## src/rtl/frame_stream_pkg.sv

```systemverilog
// Shared definitions for the frame stream controller: command opcodes,
// the frame header tag and the sequencer state encoding.
package frame_stream_pkg;

  localparam logic [3:0] OP_SET_PIX = 4'h1;
  localparam logic [3:0] OP_START   = 4'h2;
  localparam logic [3:0] OP_STOP    = 4'h3;
  localparam logic [3:0] OP_SET_GAP = 4'h4;

  localparam logic [7:0] HDR_TAG = 8'hA5;

  typedef enum logic [1:0] {
    IDLE = 2'd0,
    HDR  = 2'd1,
    DATA = 2'd2,
    GAP  = 2'd3
  } state_t;

endpackage

```

## src/rtl/fsc_cmd_decode.sv

```systemverilog
// Combinational command decoder for frame_stream_ctrl.
// Ports:
//   cmd_data   - head word of the command FIFO (opcode in [31:28])
//   cmd_empty  - command FIFO empty
//   cmd_rd_en  - registered pop pulse from the top (blocks back-to-back pops)
//   state      - current sequencer state
//   accept     - head command is taken this cycle
//   op_*       - one-hot opcode strobes, qualified by accept
//   op_bad     - accepted command with an unknown opcode
module fsc_cmd_decode
  import frame_stream_pkg::*;
(
  input  logic [31:0] cmd_data,
  input  logic        cmd_empty,
  input  logic        cmd_rd_en,
  input  state_t      state,
  output logic        accept,
  output logic        op_set_pix,
  output logic        op_start,
  output logic        op_stop,
  output logic        op_set_gap,
  output logic        op_bad
);

  logic [3:0] opcode;
  logic       avail;
  logic       known;
  logic       unused_arg_bits;

  assign opcode = cmd_data[31:28];
  // The word under an in-flight pop is stale; never take it twice.
  assign avail  = !cmd_empty && !cmd_rd_en;
  // Outside IDLE only STOP may leave the FIFO; everything else waits at the head.
  assign accept = avail && ((state == IDLE) || (opcode == OP_STOP));

  assign known = (opcode == OP_SET_PIX) || (opcode == OP_START) ||
                 (opcode == OP_STOP)    || (opcode == OP_SET_GAP);

  assign op_set_pix = accept && (opcode == OP_SET_PIX);
  assign op_start   = accept && (opcode == OP_START);
  assign op_stop    = accept && (opcode == OP_STOP);
  assign op_set_gap = accept && (opcode == OP_SET_GAP);
  assign op_bad     = accept && !known;

  // Arguments are consumed by the top; only the opcode matters here.
  assign unused_arg_bits = ^cmd_data[27:0];

endmodule

```

## src/rtl/frame_stream_ctrl.sv

```systemverilog
// Command-driven frame sequencer between the host command FIFO and the
// read FIFO. Emits n_total frames of FRAME_WORDS words (header + pixels),
// separated by a programmable idle gap; STOP aborts the stream.
// Ports:
//   bus_clk, reset      - clock, asynchronous active-high reset
//   cmd_data/cmd_empty  - command FIFO head (FWFT) and empty flag
//   cmd_rd_en           - registered single-cycle pop pulse
//   out_data/out_wr_en  - read FIFO write data and strobe
//   out_full            - read FIFO full (stalls streaming)
//   busy                - sequencer not in IDLE
//   frames_left         - frames still to send
//   bad_cmd_cnt         - saturating count of unknown opcodes
module frame_stream_ctrl
  import frame_stream_pkg::*;
#(
  parameter int unsigned FRAME_WORDS = 4,
  parameter int unsigned CNT_W       = 22,
  parameter int unsigned GAP_W       = 16
) (
  input  logic             bus_clk,
  input  logic             reset,
  input  logic [31:0]      cmd_data,
  input  logic             cmd_empty,
  output logic             cmd_rd_en,
  output logic [31:0]      out_data,
  output logic             out_wr_en,
  input  logic             out_full,
  output logic             busy,
  output logic [CNT_W-1:0] frames_left,
  output logic [7:0]       bad_cmd_cnt
);

  localparam logic [15:0] LAST_IDX = 16'(FRAME_WORDS - 1);

  state_t             state, state_next;
  logic [15:0]        word_idx, word_idx_next;
  logic [CNT_W-1:0]   frames_left_next;
  logic [CNT_W-1:0]   frames_dec;
  logic [CNT_W-1:0]   n_total;
  logic [GAP_W-1:0]   gap, gap_cnt, gap_cnt_next;
  logic [11:0]        top_pix, bot_pix;
  logic [21:0]        hdr_idx;
  logic [CNT_W-1:0]   start_cnt;
  logic               start_nz;

  logic accept, op_set_pix, op_start, op_stop, op_set_gap, op_bad;

  fsc_cmd_decode u_decode (
    .cmd_data   (cmd_data),
    .cmd_empty  (cmd_empty),
    .cmd_rd_en  (cmd_rd_en),
    .state      (state),
    .accept     (accept),
    .op_set_pix (op_set_pix),
    .op_start   (op_start),
    .op_stop    (op_stop),
    .op_set_gap (op_set_gap),
    .op_bad     (op_bad)
  );

  assign start_cnt  = cmd_data[CNT_W-1:0];
  assign start_nz   = (start_cnt != '0);
  assign frames_dec = frames_left - CNT_W'(1);

  assign busy      = (state != IDLE);
  assign out_wr_en = ((state == HDR) || (state == DATA)) && !out_full;
  assign hdr_idx   = 22'(n_total - frames_left);

  always_comb begin
    out_data = {4'h0, top_pix, 4'h0, bot_pix};
    if (state == HDR) begin
      out_data = {HDR_TAG, 2'b00, hdr_idx};
    end
  end

  always_comb begin
    state_next       = state;
    word_idx_next    = word_idx;
    frames_left_next = frames_left;
    gap_cnt_next     = gap_cnt;
    case (state)
      IDLE: begin
        if (op_start && start_nz) begin
          state_next       = HDR;
          word_idx_next    = '0;
          frames_left_next = start_cnt;
        end
      end
      HDR: begin
        if (out_wr_en) begin
          state_next    = DATA;
          word_idx_next = 16'd1;
        end
      end
      DATA: begin
        if (out_wr_en) begin
          word_idx_next = word_idx + 16'd1;
          if (word_idx == LAST_IDX) begin
            frames_left_next = frames_dec;
            word_idx_next    = '0;
            if (frames_dec == '0) begin
              state_next = IDLE;
            end else if (gap == '0) begin
              state_next = HDR;
            end else begin
              state_next   = GAP;
              gap_cnt_next = gap;
            end
          end
        end
      end
      GAP: begin
        gap_cnt_next = gap_cnt - GAP_W'(1);
        if (gap_cnt <= GAP_W'(1)) begin
          state_next = HDR;
        end
      end
      default: state_next = IDLE;
    endcase
    // STOP wins over any frame bookkeeping; a write in this cycle still lands.
    if (op_stop && (state != IDLE)) begin
      state_next       = IDLE;
      frames_left_next = '0;
    end
  end

  always_ff @(posedge bus_clk or posedge reset) begin
    if (reset) begin
      state       <= IDLE;
      word_idx    <= '0;
      frames_left <= '0;
      gap_cnt     <= '0;
      cmd_rd_en   <= 1'b0;
      n_total     <= '0;
      top_pix     <= 12'h015;
      bot_pix     <= 12'h540;
      gap         <= '0;
      bad_cmd_cnt <= '0;
    end else begin
      state       <= state_next;
      word_idx    <= word_idx_next;
      frames_left <= frames_left_next;
      gap_cnt     <= gap_cnt_next;
      cmd_rd_en   <= accept;
      if (op_set_pix) begin
        top_pix <= {4'h0, cmd_data[15:8]};
        bot_pix <= {4'h0, cmd_data[7:0]};
      end
      if (op_start && start_nz) begin
        n_total <= start_cnt;
      end
      if (op_set_gap) begin
        gap <= cmd_data[GAP_W-1:0];
      end
      if (op_bad && (bad_cmd_cnt != 8'hFF)) begin
        bad_cmd_cnt <= bad_cmd_cnt + 8'd1;
      end
    end
  end

endmodule

```

## config.mk

```make
export PLATFORM = sky130hd
export DESIGN_NAME = frame_stream_ctrl
export DESIGN_NICKNAME = d
export VERILOG_FILES = /design/src/rtl/frame_stream_pkg.sv /design/src/rtl/fsc_cmd_decode.sv /design/src/rtl/frame_stream_ctrl.sv
export SDC_FILE = /design/constraint.sdc
export NUM_CORES = 1
export LEC_CHECK = 0
export BUFFER_PORTS_ARGS = -buffer_cell sky130_fd_sc_hd__clkbuf_2
export CAP_MARGIN = 20
export CORE_ASPECT_RATIO = 1.25
export CORE_MARGIN = 2
export CORE_UTILIZATION = 40
export DETAILED_ROUTE_END_ITERATION = 8
export PLACE_DENSITY = 0.67
export SETUP_SLACK_MARGIN = 0.5
export SLEW_MARGIN = 25
export SYNTH_ARGS = -nofsm -noshare
export SYNTH_HDL_FRONTEND = slang
export SYNTH_SLANG_ARGS = --single-unit
```

## constraint.sdc

```tcl
create_clock -name bus_clk -period 14.7 [get_ports bus_clk]
set_clock_uncertainty 0.2 [all_clocks]
set_input_delay 4.41 -clock bus_clk [delete_from_list [all_inputs] [get_ports bus_clk]]
set_output_delay 4.41 -clock bus_clk [all_outputs]
set_load 0.01 [all_outputs]
```

== Yosys cells after proc, flatten, opt, wreduce, memory -nomap -nowiden ==
Cells that the tools add are included.

* Register bits: 121
* Output and inout port bits: 65

* Add/subtract/negate cells: 5
* $lt $le $gt $ge: 1
* Eq/ne operators: 20
* Mux-type cells: 25
* Reductions and logical operators: 32

{| class="wikitable"
|+ Operators by type and width
! cell !! number
|-
| 16-bit 2-to-1 mux || 8
|-
| 22-bit 2-to-1 mux || 4
|-
| 16-bit case mux with 3 select lines || 1
|-
| 22-bit case mux with 2 select lines || 1
|-
| 32-bit 2-to-1 mux || 1
|-
| 16-bit case mux with 2 select lines || 1
|-
| 22-bit logical NOT || 1
|-
| 22-bit nonzero test || 1
|-
| 22-bit by 1-bit subtractor with 22-bit output, second input constant || 1
|-
| 22-bit subtractor || 1
|-
| 16-bit by 1-bit adder with 16-bit output, second input constant || 1
|-
| 16-bit by 2-bit == test with 1-bit output, second input constant || 1
|-
| 16-bit by 1-bit less-or-equal comparator with 1-bit output, second input constant || 1
|-
| 16-bit logical NOT || 1
|-
| 2-bit 2-to-1 mux || 8
|-
| 16-bit by 1-bit subtractor with 16-bit output, second input constant || 1
|-
| 1-bit logical AND || 11
|-
| 2-bit != test, second input constant || 5
|-
| 5-bit AND reduction || 2
|-
| 8-bit by 1-bit adder with 8-bit output, second input constant || 1
|-
| 4-bit by 2-bit == test with 1-bit output, second input constant || 2
|-
| 8-bit != test, second input constant || 1
|-
| 2-bit case mux with 4 select lines || 1
|-
| 4-bit AND reduction || 2
|-
| 13 further kinds || 25
|}

== Logic depth before layout (Yosys ltp) ==
Gate-level depths: netlist of the first run.

* Depth after elaboration: 8
* Mapped depth: 14
* Mapped depth without buffers: 11

== Hierarchy ==
From an unflattened synthesis of the first run, not the netlist that was laid out.

* Cells, all modules: 876
* Area total of the unflattened synthesis: 7885.1 um^2

{| class="wikitable"
|+ By module, submodules not included
! module !! instances !! cells an instance !! area an instance (um^2)
|-
| frame_stream_ctrl || 1 || 862 || 7778.7
|-
| fsc_cmd_decode || 1 || 14 || 106.4
|}

== Least setup slack after synthesis of the first run ==
Ideal clock, no wire load.

* Kind: input -> output
* Start: input out_full
* End: output out_wr_en
* Arrival time: 4589 ps
* Required time: 10090 ps
* Slack: 5501 ps
* Cell stages on the path: 1
* Path buffers: 0
* Cell sequence: nor2_1

* Longest elaborated chain between the ends: 2

{| class="wikitable"
|+ RTL lines
! what !! RTL line !! text
|-
| start: declaration || frame_stream_ctrl.sv:27 || <nowiki>input logic out_full,</nowiki>
|-
| 1-bit logical NOT || frame_stream_ctrl.sv:66 || <nowiki>assign out_wr_en = ((state == HDR) || (state == DATA)) && !out_full;</nowiki>
|-
| 1-bit logical AND || frame_stream_ctrl.sv:66 ||
|-
| end: declaration || frame_stream_ctrl.sv:26 || <nowiki>output logic out_wr_en,</nowiki>
|}

Every way passes these cells.

== Worst setup path in the final report of the first run ==
Ends and elaborated chain as after synthesis.

==> impl_metrics.toml, run 1 <==
[pwr]
power_density_nw_per_um2 = 243
p_sw_uw = 959
pwr-share-clk_pct = 20.5
power.total_mw = 2.24
power_frac_seq_pct = 27.7
p_leak_nw = 4.25
p_int_mw = 1.28
peakVddDrop_mv = 0.134
combPwrFrac_pct = 51.8
p_sw_share_pct = 42.8

[setup_path]
critPathMaxFanout = 6
worstPathRequired_ps = 10090
crit_chain = "clkbuf_2 -> nor2_1 -> clkbuf_2"
path_common_cell = "clkbuf_2"
worstSetupPathType = "in2out"
cpLargestDelayFamily = "buffers and inverters"
path_buf_inv = 2
critPathArrivalTime_ps = 4860
r2r_start = "frames_left[1]"
startpoint = "out_full"
crit_path_start_kind = "input pin"
max_stage_delay_ps = 170
end_kind = "primary output"
critPathSlowestCell = "nor2_1"

[drt]
viasPerCell = 5.79
first_iter_violations = 668
via_count = 7016
wl_per_cell_um = 18.9
drc_errors = 0
drt-pass1-iter-count = 6
drt_wl_total_um = 22900
ant_nets = 0

[clock_network]
postCtsSetupBuffers = 0
postCtsResizedCells = 0
cts_htree_levels = 4
clk-insertion-delay-late_ps = 430
clk_pin_slew_worst_paths_ps = 50
cts.sinks = 120
cts_hold_buf = 0
cts_buffers = 17
root_buffer = "clkbuf_16"
cts_tree = "yes"
clockBufferDepth = 2

[status]
status = "complete, no violations"

[synthesis]
yosys_warnings = 0
netlist_instances = 861
syn_area_um2 = 8000
synth_area_leaders = "dfrtp_1 36%, mux2_2 9.1%, ha_1 4.8%"
synth-compound-area-share_pct = 18.8
yosysUniqueCellTypes = 81
synth_common_cells = "115 x dfrtp_1, 66 x nor2_1, 65 x mux2_2"
avgSynthCellArea_um2 = 9.29
synthArstFlopShare_pct = 100
synthFlopType = "dfrtp_1"
synth_top_area_share_pct = 36.0
synth-seq-cells = 120
yosys.area.top_type = "dfrtp_1"
synth-xor-area-share_pct = 3.94
synth_edf_count = 0
synth_fa_ha_area_share_pct = 5.10
yosysSeqAreaShare_pct = 37.6
synthMuxAreaShare_pct = 9.52
synth_top_family_by_area = "simple AND/OR/NAND/NOR gates"
synth_simple_gate_area_share_pct = 19.8
synth_most_common_cell = "dfrtp_1"

[global_routing]
grt_max_degree = 76
grt_pass1_wl_um = 36900
grt.total_usage_pct = 22.5
antenna_found_initial = 0
first_global_vias = 6872
overflow = 0

[placement]
io_buffers = 90
placed_cell_area_um2 = 8590
dpl_worst_slack_ps = 5190
gp_congestion = 0.853
dp.cells = 1179
dp_hpwl_um = 16400

[flow_run]
max-cap-violations = 0

[floorplan]
start_util_pct = 40.9
ioPinCount = 101
die_h_um = 162
core_um2 = 19500
die_area_um2 = 21200
fp.dieW_um = 131
rows = 57

[finish]
finalNetCount = 1001
design_area_um2 = 9230
num_antenna_cells = 0
drive_gt1_share_pct = 22.9
area_growth_pct = 15.4
fillers = 1961
instances_no_fill = 1211
finalCoreUtilization_pct = 47.2

[sta]
rsz0062_at_grt = "no"
max_slew_margin_pct = 27.1
setup_tns_ps = 0
fin_ws_ps = 5230
hold_slack_ps = 288
timing.final.max_slew_violations = 0
hold_viol = 0
worstMarginPinSlew_ps = 1090
period_share_pct = 64.5
final.min_clock_period_ps = 9470
fmaxAchievable_ghz = 0.106
setup_violations = 0

[hold_path]
hold_class = "reg2reg"
hp-start = "bot_pix[8]"
[power by group through the flow]
stage / Combinational [mW] / Sequential (mW) / Clock [mW]
2_1_floorplan: 0.872 / 0.582 / 0
4_1_cts: 1.16 / 0.619 / 0.463
3_5_place_dp: 1.15 / 0.623 / 0
5_1_grt: 1.29 / 0.643 / 0.478
6_report: 1.16 / 0.621 / 0.459
3_3_place_gp: 1.13 / 0.618 / 0
[cells in the final DEF (no fill, tap or decap), types with 10 or more instances in the layout]
cell | netlist | final
and3_1 | 15 | 15
nor3b_1 | 10 | 10
a21oi_1 | 54 | 54
clkbuf_16 | 0 | 17
nand4_1 | 13 | 13
nor2_1 | 66 | 66
o21ai_0 | 53 | 53
nand2_1 | 57 | 57
ha_1 | 31 | 31
nor3_1 | 24 | 24
inv_1 | 41 | 40
clkbuf_2 | 0 | 90
nand3_1 | 30 | 30
mux2_2 | 65 | 65
or3_1 | 10 | 10
nor2b_1 | 10 | 10
xnor2_1 | 22 | 22
xor2_1 | 14 | 14
a21o_1 | 12 | 12
dfrtp_1 | 115 | 115
nor4_1 | 17 | 17
a22oi_1 | 13 | 13
[registers in the layout, indices dropped and copies added, names as in the netlist]
| register | cells |
|---|---|
| bad_cmd_cnt | 8 |
| bot_pix | 9 |
| cmd_rd_en | 1 |
| frames_left | 22 |
| gap | 16 |
| gap_cnt | 16 |
| n_total | 22 |
| state | 2 |
| top_pix | 8 |
| word_idx | 16 |
[path summary, 6_finish.rpt]
check | endpoint | slack (ps) | depth (start not counted)
max | out_wr_en | 5230 | 3
min | bot_pix[8] | 290 | 1
max reg2reg | gap_cnt[13] | 11040 | 10
min reg2reg | bot_pix[8] | 290 | 1
max in group asynchronous | frames_left[12] | 9330 | 3
min in group asynchronous | bad_cmd_cnt[6] | 3840 | 2
[layout make-up]
cell class	count	area, um2	area share (%)
Clock buffer	25	505	5.48
Clock inverter	7	138	1.49
Inverter	41	156	1.69
Multi-Input combinational cell	657	4590	49.7
Sequential cell	120	3010	32.6
Tap cell	265	332	3.59
Timing Repair Buffer	96	499	5.41
[layer usage]
layer  wire [um]  up-vias  part of all wire [%]  track usage, %
met5           0        -                     0               0
met4         624        0                   2.7            7.98
met3        1240       53                   5.4            4.81
met2       11500      236                    50            37.6
met1        9590     3420                    42            28.6
li1            -     3307                     -               -
[kinds of logic (layout without fill, tap and decap cells)]
logic type                 after synthesis  in the layout
and+or+nand+nor                        295            295
AOI/OAI and AO/OA                      222            222
DFF                                    120            120
buffers and inverters                   87            169
muxes                                   68             68
xor gates and xnor gates                36             36
adders and majority gates               32             32
other                                    1              4
(Power assumes the default switching activity.)
==> run 2: changes to the inputs <==
Settings changed: ABC_AREA from default to 1.
Clock period 14.7 ns to 9.1 ns, I/O delays scaled along.
==> impl_metrics.toml, run 2 <==
[status]
status = "complete, no violations"

[floorplan]
ioPinCount = 101
die_h_um = 163
core_um2 = 20000
fp.dieW_um = 131
die_area_um2 = 21300
start_util_pct = 40.4
rows = 58

[placement]
dp.cells = 1478
dp_hpwl_um = 17600
gp_congestion = 0.929
dpl_worst_slack_ps = 2960
io_buffers = 90

[hold_path]
hp-start = "bot_pix[8]"
holdPathStages = 2
hold_path_end = "bot_pix[8]"
hold_class = "reg2reg"

[sta]
max_slew_margin_pct = 38.5
setup_tns_ps = 0
worstMarginPinSlew_ps = 923
setup_violations = 0
hold_viol = 0
period_share_pct = 68.7
rsz0062_at_grt = "no"
final.min_clock_period_ps = 6250
timing.final.max_slew_violations = 0
fin_ws_ps = 2850
fmaxAchievable_ghz = 0.160

[finish]
finalNetCount = 1295
area_growth_pct = 16.0
final_common_cell = "nand2_1"
finalCoreUtilization_pct = 46.9
largestRegisters = "frames_left: 22 flops, n_total: 22 flops"
final_cell_mix = "318 x nand2_1, 130 x inv_1, 125 x o21ai_0"
instances_no_fill = 1510
num_antenna_cells = 0
drive_gt1_share_pct = 12.9

[setup_path]
end_kind = "primary output"
critPathMaxFanout = 6
r2r_start = "state[0]"
critPathArrivalTime_ps = 3320
rr_worst_depth = 11
reg2reg_slack_ps = 5770
crit_path_start_kind = "flip-flop"
worstSetupPathType = "reg2out"
r2r-end = "frames_left[8]"
worstPathRequired_ps = 6170

[synthesis]
avgSynthCellArea_um2 = 7.01
synth_top_area_share_pct = 35.7
yosysUniqueCellTypes = 50
yosys_warnings = 0
syn_area_um2 = 8070
synth_common_cells = "318 x nand2_1, 131 x inv_1, 125 x o21ai_0"
synthArstFlopShare_pct = 100
synth_edf_count = 0
synthFlopType = "dfrtp_1"
yosys.area.top_type = "dfrtp_1"
yosysSeqAreaShare_pct = 37.3
synth-seq-cells = 120
synth_area_leaders = "dfrtp_1 36%, nand2_1 15%, o21ai_0 7.8%"
synth_most_common_cell = "nand2_1"
netlist_instances = 1151

[drt]
first_iter_violations = 551
ant_nets = 0
via_count = 7898
route.met3.wl_um = 1460
drc_errors = 0
route.met2.wl_um = 10800
viasPerCell = 5.23
drt-pass1-iter-count = 6
drt_wl_total_um = 23500
wl_met1_um = 10700
route.top_layer_used = "met4"
wl_per_cell_um = 15.5

[clock_network]
postCtsSetupBuffers = 0
cts_tree = "yes"
cts.sinks = 120
cts_hold_buf = 0
root_buffer = "clkbuf_16"
cts_buffers = 17
clockBufferDepth = 2
cts_htree_levels = 4
clk_pin_slew_worst_paths_ps = 60
clk-insertion-delay-late_ps = 430
postCtsResizedCells = 0

[pwr]
power_frac_seq_pct = 25.4
p_int_mw = 1.96
p_sw_mw = 1.84
combPwrFrac_pct = 54.7
pwr-share-clk_pct = 19.9
p_leak_nw = 4.65
power.total_mw = 3.80
power_density_nw_per_um2 = 406
p_sw_share_pct = 48.4
peakVddDrop_mv = 0.176

[global_routing]
antenna_found_initial = 0
first_global_vias = 7548
grt.total_usage_pct = 23.0
overflow = 0
grt_max_degree = 70
grt_pass1_wl_um = 38200

[flow_run]
max-cap-violations = 0
## run 2: area by class of cell
cell class | count | area, um2
inverter | 133 | 502
tap | 270 | 338
clock inverter | 12 | 188
timing repair buffer | 94 | 480
multi-input combinational | 861 | 4370
fill | 2071 | 10600
clock buffer | 20 | 467
sequential | 120 | 3010
## run 2: metal layers
layer  track usage, %  vias up
met5                0        -
met4             7.25        0
met3             4.89       36
met2             35.9      244
met1             31.8     3695
li1                 -     3923
## run 2: worst max-delay path: stages (launching register included)
cell and delay [ps]:
dfrtp_1 490, ha_1 300, fa_1 370, inv_1 130
nand3_1 80, nand2_1 110, inv_1 70, o21ai_0 350
nand2_1 90, nand2_1 130, a21oi_1 110, o21ai_0 220
or2_2 150, nand3_1 60, nand2_1 100, clkbuf_2 140
## run 2: power by group through the flow
| stage | clock (mW) | sequential [mW] | combinational [mW] |
|---|---|---|---|
| after floorplan | 0 | 0.940 | 1.47 |
| after global placement | 0 | 0.964 | 2.04 |
| after detailed placement | 0 | 0.968 | 2.06 |
| after CTS | 0.766 | 0.962 | 2.07 |
| after global routing | 0.792 | 0.997 | 2.35 |
| final | 0.756 | 0.965 | 2.08 |
## run 2: worst max path at each step
stage / start / cells after the start / slack [ps] / endpoint
finish: frames_left[0] / 15 / 2850 / out_data[16]
global route: frames_left[2] / 12 / 2600 / out_data[21]
CTS: frames_left[0] / 15 / 2870 / out_data[16]
detailed placement: out_full / 3 / 2960 / out_wr_en
global placement: out_full / 3 / 2960 / out_wr_en
floorplan: reset / 1 / 2990 / bad_cmd_cnt[0]
## run 2: logic make-up (layout without fill, tap and decap cells)
kind of cell	Yosys count	in the layout	share of synthesized area, %
AO/OA/AOI/OAI	230	230	15.3
XOR/XNOR	29	29	3.15
adder cells (fa/ha/maj)	32	32	5.06
buffers and inverters	173	259	8.72
flip-flops	120	120	37.3
multiplexers	2	2	0.279
other	1	4	0.0465
AND/OR/NAND/NOR	564	564	30.1
## run 2: through the flow
step / hold slack, ps / instance area (um2)
after floorplan: 247 / 8080
after CTS: 273 / 9360
after global routing: 307 / 9360
final: 275 / 9360
after detailed placement: 265 / 8700
after global placement: 261 / 8700
==> run 3: changes to the inputs <==
Clock period 9.1 ns to 6.2 ns, I/O delays scaled along.
==> impl_metrics.toml, run 3 (synthesized netlist as in run 2, its figures left out) <==
[status]
status = "complete, no violations"

[global_routing]
antenna_found_initial = 0
grt_max_degree = 66
overflow = 0
first_global_vias = 7408
grt_pass1_wl_um = 37700
grt.total_usage_pct = 22.7

[setup_path]
worstPathRequired_ps = 4140
critPathSlowestCell = "dfrtp_1"
max_stage_delay_ps = 470
rr_worst_depth = 11
critPathArrivalTime_ps = 3310
worstSetupPathType = "reg2out"
startpoint = "frames_left[0]"
crit_chain = "ha_1 -> fa_1 -> inv_1 -> nand3_1 -> nand2_1 -> inv_1 -> o21ai_0 -> nand2_1 -> nand2_1 -> a21oi_1 -> o21ai_0 -> or2_2 -> nand3_1 -> nand2_1 -> clkbuf_2"
path_common_cell = "nand2_1"
path_buf_inv = 3
reg2reg_slack_ps = 2850
crit_path_start_kind = "flip-flop"
cpLargestDelayFamily = "simple AND/OR/NAND/NOR gates"
r2r_start = "state[0]"
path_depth = 15
critPathMaxFanout = 6
end_kind = "primary output"

[placement]
dpl_worst_slack_ps = 1290
io_buffers = 90
placed_cell_area_um2 = 8710
gp_congestion = 0.918
dp.cells = 1479
dp_hpwl_um = 17500

[drt]
wl_per_cell_um = 15.3
viasPerCell = 5.21
ant_nets = 0
drt_wl_total_um = 23200
drt-pass1-iter-count = 5
via_count = 7874
first_iter_violations = 596
drc_errors = 0

[sta]
rsz0062_at_grt = "no"
fmaxAchievable_ghz = 0.186
timing.final.max_slew_violations = 0
final.min_clock_period_ps = 5370
setup_tns_ps = 0
setup_violations = 0
hold_slack_ps = 281
period_share_pct = 86.6
max_slew_margin_pct = 39.5
hold_viol = 0
worstMarginPinSlew_ps = 905
fin_ws_ps = 833

[floorplan]
ioPinCount = 101
die_h_um = 163
rows = 58
start_util_pct = 40.4
core_um2 = 20000
fp.dieW_um = 131
die_area_um2 = 21300

[clock_network]
cts_hold_buf = 0
clk_pin_slew_worst_paths_ps = 60
postCtsSetupBuffers = 0
cts_htree_levels = 4
clk-insertion-delay-late_ps = 420
cts_tree = "yes"
root_buffer = "clkbuf_16"
cts.sinks = 120
postCtsResizedCells = 0
clockBufferDepth = 2
cts_buffers = 17

[finish]
num_antenna_cells = 0
finalCoreUtilization_pct = 46.7
area_growth_pct = 15.5
drive_gt1_share_pct = 12.9
fillers = 2033
final_common_cell = "nand2_1"
largestRegisters = "frames_left: 22 flops, n_total: 22 flops"
finalNetCount = 1296
instances_no_fill = 1511
final_cell_mix = "318 x nand2_1, 130 x inv_1, 125 x o21ai_0"
design_area_um2 = 9310

[pwr]
power.total_mw = 5.49
combPwrFrac_pct = 55.5
pwr-share-clk_pct = 18.7
power_frac_seq_pct = 25.8
peakVddDrop_mv = 0.276
p_leak_nw = 4.64
power_density_nw_per_um2 = 590
p_sw_share_pct = 49.0
p_sw_mw = 2.69
p_int_mw = 2.80

[hold_path]
holdPathStages = 2
hp-start = "bot_pix[8]"
hold_class = "reg2reg"

[flow_run]
max-cap-violations = 0
## run 3: changes by cell type in the layout (fill, tap and decap cells not counted), sizes merged
cell and delta:
buf +1, clkbuf -2, bufinv -1, clkinv +3
## run 3: routing by layer
metal	track usage, %	wire length (um)	share of wire (%)	vias up
met4	5.95	401	1.7	0
met3	4.17	1320	5.7	35
met5	0	0	0	-
met1	32.2	10800	47	3658
met2	35.5	10700	46	248
li1	-	-	-	3933
## run 3: worst reg2reg max path: cells and delay by family (launching register included)
family	cells	cell delay [ps]
buffers and inverters	2	290
AND/OR/NAND/NOR	6	1580
flip-flops	1	410
AO/OA/AOI/OAI	2	420
adder cells (fa/ha/maj)	1	270
## run 3: layout make-up
| cell class | count | area, um2 | area share (%) |
|---|---|---|---|
| Timing Repair Buffer | 95 | 488 | 5.24 |
| Tap cell | 270 | 338 | 3.63 |
| Multi-Input combinational cell | 861 | 4370 | 47.0 |
| Inverter | 133 | 502 | 5.39 |
| Clock buffer | 18 | 429 | 4.61 |
| Sequential cell | 120 | 3010 | 32.3 |
| Clock inverter | 14 | 173 | 1.85 |
## run 3: power groups by stage
| stage | logic [mW] | clock network (mW) | registers [mW] |
|---|---|---|---|
| after floorplan | 2.16 | 0 | 1.38 |
| after global placement | 3.00 | 0 | 1.41 |
| after detailed placement | 3.02 | 0 | 1.42 |
| after CTS | 3.04 | 1.04 | 1.41 |
| after global routing | 3.48 | 1.07 | 1.46 |
| final | 3.05 | 1.03 | 1.42 |
## run 3: worst paths after layout
kind	endpoint
setup / recovery	out_data[16]
hold / removal	bot_pix[8]
setup reg to reg	frames_left[9]
hold reg to reg	bot_pix[8]
max in group asynchronous	state[0]
min in group asynchronous	top_pix[3]
